--- src/rtl/flit_queue_pkg.sv ---
// Shared flit types for the router/NIC flit paths.
// The queue itself only uses $bits(types::flit_t) and never looks at the fields.
package types;

    typedef struct packed {
        logic [7:0] dst_id;
        logic [7:0] src_id;
    } header_t;

    typedef struct packed {
        header_t     header;
        logic [31:0] payload;
    } flit_t;

    localparam int FLIT_W = $bits(flit_t);

endpackage

--- src/rtl/flit_queue.sv ---
// Circular-buffer flit FIFO with valid/ready on both sides.
// The head is shown combinationally from storage; both flags come from state only.
module flit_queue
    import types::*;
#(
    parameter int QUEUE_DEPTH = 4
) (
    input  logic                             clk,
    input  logic                             rst_n,
    input  logic [$bits(types::flit_t)-1:0]  pushed_flit,
    input  logic                             pushed_flit_valid,
    output logic                             pushed_flit_ready,
    input  logic                             poped_flit_ready,
    output logic                             poped_flit_valid,
    output logic [$bits(types::flit_t)-1:0]  poped_flit
);

    localparam int PTR_W = $clog2(QUEUE_DEPTH);
    localparam int CNT_W = PTR_W + 1;
    localparam logic [CNT_W-1:0] FULL_COUNT = CNT_W'(QUEUE_DEPTH);

    logic [FLIT_W-1:0] mem [QUEUE_DEPTH];
    logic [PTR_W-1:0]  wr_ptr;
    logic [PTR_W-1:0]  rd_ptr;
    logic [CNT_W-1:0]  count;
    logic              push;
    logic              pop;

    assign pushed_flit_ready = (count != FULL_COUNT);
    assign poped_flit_valid  = (count != '0);

    assign push = pushed_flit_valid && pushed_flit_ready;
    assign pop  = poped_flit_ready && poped_flit_valid;

    // Depth is a power of two, so the pointers wrap by plain overflow.
    always_ff @(posedge clk or negedge rst_n) begin
        if (!rst_n) begin
            wr_ptr <= '0;
            rd_ptr <= '0;
            count  <= '0;
        end else begin
            if (push) begin
                wr_ptr <= wr_ptr + 1'b1;
            end
            if (pop) begin
                rd_ptr <= rd_ptr + 1'b1;
            end
            case ({push, pop})
                2'b10:   count <= count + 1'b1;
                2'b01:   count <= count - 1'b1;
                default: count <= count;
            endcase
        end
    end

    // Storage is deliberately left out of reset; count gates what is visible.
    always_ff @(posedge clk) begin
        if (push) begin
            mem[wr_ptr] <= pushed_flit;
        end
    end

    assign poped_flit = poped_flit_valid ? mem[rd_ptr] : '0;

endmodule

--- config.mk ---
export PLATFORM = sky130hd
export DESIGN_NAME = flit_queue
export DESIGN_NICKNAME = d
export VERILOG_FILES = /design/src/rtl/flit_queue_pkg.sv /design/src/rtl/flit_queue.sv
export SDC_FILE = /design/constraint.sdc
export NUM_CORES = 1
export LEC_CHECK = 0
export ABC_AREA = 1
export CAP_MARGIN = 20
export CORE_MARGIN = 1.5
export CORE_UTILIZATION = 45
export CTS_CLUSTER_DIAMETER = 150
export DETAILED_ROUTE_END_ITERATION = 8
export PLACE_DENSITY = 0.67
export SYNTH_ARGS = -nofsm -noshare
export SYNTH_HDL_FRONTEND = slang
export SYNTH_SLANG_ARGS = --single-unit
--- constraint.sdc ---
create_clock -name clk -period 3.6 [get_ports clk]
set_input_delay 0.72 -clock clk [delete_from_list [all_inputs] [get_ports clk]]
set_output_delay 0.72 -clock clk [all_outputs]
set_load 0.005 [all_outputs]
After elaboration in Yosys (flattened, before gate mapping)

Memories as Yosys holds them, arrays and structs flattened.
Index checks and enable logic that the tools add are counted.

Add/subtract/negate cells: 4
Equal/unequal tests: 3
Muxes and demuxes: 4
Reduce and logical (&&, ||, !) cells: 4

Operators by type and width:

| kind                                             | number |
|---|---|
| two-way mux 48 bit                               | 1 |
| case mux 3 bit (2 select lines)                  | 1 |
| adder 2 x 1 -> 2 bit, second input constant      | 2 |
| adder 3 x 1 -> 3 bit, second input constant      | 1 |
| != test 3 bit, second input constant             | 1 |
| nonzero test 3 bit                               | 1 |
| subtractor 3 x 1 -> 3 bit, second input constant | 1 |
| == test 2 x 1 -> 1 bit, second input constant    | 1 |
| == test 2 bit, second input constant             | 1 |
| logical AND 1 bit                                | 2 |
| two-way mux 1 bit                                | 2 |
| nonzero test 2 bit                               | 1 |

Register bits: 7
Bits in writable memories: 192
Input bits: 52
Output and inout bits: 50
Logic and storage cells: 19
Memories: 1

Memory list:

| memory | words | bits a word | read ports | clocked after Yosys merged registers in | write ports | RTL line         | RTL |
|---|---|---|---|---|---|---|---|
| mem    | 4     | 48          | 1          | 0                                       | 1           | flit_queue.sv:22 | `logic [FLIT_W-1:0] mem [QUEUE_DEPTH];` |

Depth between registers and ports, before layout

Depth after elaboration: 4
Depth in mapped cells: 12
Mapped depth without buffers: 12

Worst setup path after synthesis

No wires, ideal clock.

Kind: in2reg
Start point: in pushed_flit_valid
End point: mem mem[0][0] (netlist name), enable pin
Setup time: 0.454 ns
Arrival time: 2.888 ns
Required time: 3.146 ns
Slack: 0.258 ns
Stages on the path: 2
Path through: nand2_1 -> nor2_1

Cells in the longest elaborated chain, start to end: 3

Ends and longest elaborated chain:

| item                                    | RTL line         | RTL |
|---|---|---|
| start, declared                         | flit_queue.sv:11 | `input logic pushed_flit_valid,` |
| logical AND 1 bit                       | flit_queue.sv:32 | `assign push = pushed_flit_valid && pushed_flit_ready;` |
| two-way mux 1 bit                       | flit_queue.sv:58 | `if (push) begin` |
| two-way mux 1 bit (implied by the code) | flit_queue.sv:59 | `mem[wr_ptr] <= pushed_flit;` |
| end, declared                           | flit_queue.sv:22 |  |

No other way between the ends.

Final worst setup path

Start point: reg rd_ptr[0]
End point: out poped_flit[5] (netlist name)

Cells in the longest elaborated chain, start to end: 2

Ends and longest elaborated chain:

| item                     | RTL line         | RTL |
|---|---|---|
| start, declared          | flit_queue.sv:24 | `logic [PTR_W-1:0] rd_ptr;` |
| start signal, assigned   | flit_queue.sv:46 | `rd_ptr <= rd_ptr + 1'b1;` |
| memory read (4 x 48 bit) | -                |  |
| two-way mux 48 bit       | flit_queue.sv:63 | `assign poped_flit = poped_flit_valid ? mem[rd_ptr] : '0;` |
| end, declared            | flit_queue.sv:15 | `output logic [$bits(types::flit_t)-1:0] poped_flit` |

No other way between the ends.

==> key figures <==
Routing
  – Vias/cell: 4.71
  – Vias: 5461
  – Routed wire length: 17100 um
  – Antenna Violating Nets Remaining: 0
  – Detailed router's first-iteration violation count: 325
  – WL per Instance: 14.7 um
  – 1st-pass router iterations: 6
  – DRC viols: 0

Setup path
  – Max FO, Critical Path: 39
  – CP Capture Type: output pin
  – Startpoint type of the worst setup path: flop
  – Critical Path AT: 2.54 ns
  – Crit path required time: 2.88 ns
  – Setup Crit Path Kind: reg -> out

STA
  – Final setup violation count: 0
  – Layout Skew: 0.00830 ns
  – Max_slew headroom: 54.5%
  – RSZ-0062 raised after global routing: false
  – Final period utilization: 90.4%
  – Fin. max-slew vios: 0
  – Hold Vio Cnt, Final: 0
  – Setup TNS: 0 ns
  – Worst-margin pin slew: 0.683 ns
  – Final Critical Period: 3.26 ns
  – Fmax: 0.307 GHz

Place
  – RD Place Congestion: 0.700
  – Placed cell areas: 9950 um^2
  – I/O Buffers: 101
  – Post-DP HPWL: 9780 um

Layout
  – Fill cells: 1541
  – Antenna diodes: 0
  – Share of cells above drive strength 1: 5.95%
  – P&R area growth vs syn: 22.5%
  – Design area: 10500 um^2
  – Final-stage net count: 970

Global routing
  – Global-route wire length before repair: 27300 um
  – Vias in the first global route: 5279
  – Largest net degree at the start of global routing: 99
  – GR Overflow Total: 0
  – GRT Total Usage: 18.2%
  – Initial antenna violation count: 1

Logic synthesis
  – Yosys warnings: 0
  – Sequential share of the synthesized area: 69.1%
  – Top cells by area, synth: edfxtp_1 67%, nand2_1 9.0%, inv_1 8.9%, nand3_1 5.9%, a21oi_1 2.8%
  – Mean area per synthesized cell: 10.5 um^2
  – Post-Syn Instances: 815
  – Share of Yosys cell area claimed by the top area cell type: 67.1%
  – Flop and latch count out of synthesis: 199
  – Syn_nets: 873
  – Cell Area, Synth: 8590 um^2
  – Post-synth cell types: 18
  – Yosys top cell by area: edfxtp_1

Floorplanning
  – Die Span Y: 141 um
  – Boundary Pins: 102
  – Die area: 19900 um^2
  – Site Rows: 50
  – Chip width: 141 um
  – Initial Utilization: 45.9%
  – Core footprint: 18700 um^2

Clock network
  – CTS buffer count: 17
  – Clk slew on worst S/H paths: 0.07 ns
  – CTS tree: yes
  – Resized cells post-CTS: 0
  – CTS max path bufs: 2
  – Hold buffers post-CTS: 0
  – H-tree depth: 4
  – CTS root buf: clkbuf_16
  – Clock sink count: 199
  – Worst-Skew Late Latency: 0.43 ns
  – Post-CTS Setup Repair Bufs: 0

Status
  – Status: completed

Pwr
  – Ratio of total power to cell area: 805 nW/um^2
  – P_leak: 4.51 nW
  – Max VDD drop: 0.000440 V

Worst hold path
  – Worst Hold Class: reg -> reg

Run
  – Max-cap violation count: 0
## final timing paths
| path | startpoint | end | slack [ns] | cells after the start |
|---|---|---|---|---|
| setup / recovery | rd_ptr[0] | poped_flit[5] | 0.34 | 6 |
| hold / removal | count[1] | count[1] | 0.49 | 2 |
| setup reg to reg | count[1] | count[2] | 1.40 | 10 |
| hold reg to reg | count[1] | count[1] | 0.49 | 2 |
| max in group asynchronous | rst_n | rd_ptr[0] | 2.73 | 1 |
| min in group asynchronous | rst_n | wr_ptr[0] | 0.57 | 1 |
## cell usage after synthesis
cell and n:
nand2_1 206, inv_2 4, ha_1 5, nand4_1 1, dfrtp_1 7, o21ai_0 2, buf_4 5, buf_6 5
xnor2_1 2, nand3_1 101, fa_1 1, inv_1 204, clkbuf_1 14, nand3_2 1, buf_2 13, edfxtp_1 192
nor2_1 4, a21oi_1 48
## cell type report
type / instances / area (um^2) / share of cell area [%]
Tap cell: 234 / 293 / 2.78
Clock inverter: 14 / 149 / 1.41
Multi-Input combinational cell: 371 / 1690 / 16.1
Timing Repair Buffer: 115 / 1240 / 11.8
Sequential cell: 199 / 5950 / 56.5
Clock buffer: 18 / 429 / 4.08
Inverter: 208 / 782 / 7.43
## logic make-up after synthesis
group / count (synthesis) / share of synthesized area [%]
AO/OA/AOI/OAI: 50 / 2.91
buffers and inverters: 245 / 11.5
AND/OR/NAND/NOR: 313 / 15.2
XOR/XNOR: 2 / 0.204
flip-flops: 199 / 69.1
adder cells (fa/ha/maj): 6 / 0.961
## sequential cells by signal, indices dropped and copies added (netlist names)
register and count:
mem 192, wr_ptr 2, count 3, rd_ptr 2
## where the power goes
| group | internal (mW) | switching [mW] |
|---|---|---|
| clock network | 1.03 | 0.824 |
| registers | 3.05 | 0.106 |
| logic | 1.55 | 1.92 |
| total | 5.63 | 2.85 |
## per-stage QoR
| stage | utilization, % | instances | setup slack (ns) | total power, mW | hold WS [ns] |
|---|---|---|---|---|---|
| floorplan | - | 815 | 0.258 | 5.06 | 0.424 |
| global placement | 53.2 | 1127 | 0.810 | 6.66 | 0.468 |
| detailed placement | 53.2 | 1127 | 0.792 | 6.72 | 0.482 |
| CTS | 56.3 | 1159 | 0.328 | 8.57 | 0.497 |
| global route | 56.3 | 1159 | 0.231 | 9.02 | 0.515 |
| finish | 56.3 | 1159 | 0.345 | 8.47 | 0.492 |
## metal layers
layer / wire [um] / GRT usage [%] / vias to the layer above
met1: 7250 / 23.1 / 2543
met3: 846 / 4.11 / 18
met5: 10 / 0 / -
met4: 201 / 5.10 / 2
met2: 8760 / 31.3 / 133
li1: - / - / 2765
## worst max-delay path, cell delays in order (launching register included)
cell             delay [ns]
dfrtp_4                0.43
clkinv_2               0.37
buf_12                 0.34
nand2_1                0.08
nand3_1                0.07
a21oi_1                0.24
clkdlybuf4s50_1        0.55
## placed cells by master, fill, tap and decap left out, types with 3 or more instances in the layout
cell / instances
nand2_1: 206
inv_1: 204
edfxtp_1: 192
nand3_1: 101
clkdlybuf4s50_1: 101
a21oi_1: 48
clkbuf_16: 17
buf_12: 10
ha_1: 5
dfrtp_1: 5
nor2_4: 4
buf_4: 4
inv_2: 3
clkinv_2: 3
clkinvlp_4: 3
clkinv_4: 3
inv_6: 3
No activity file was read; power rests on OpenSTA's default activity.
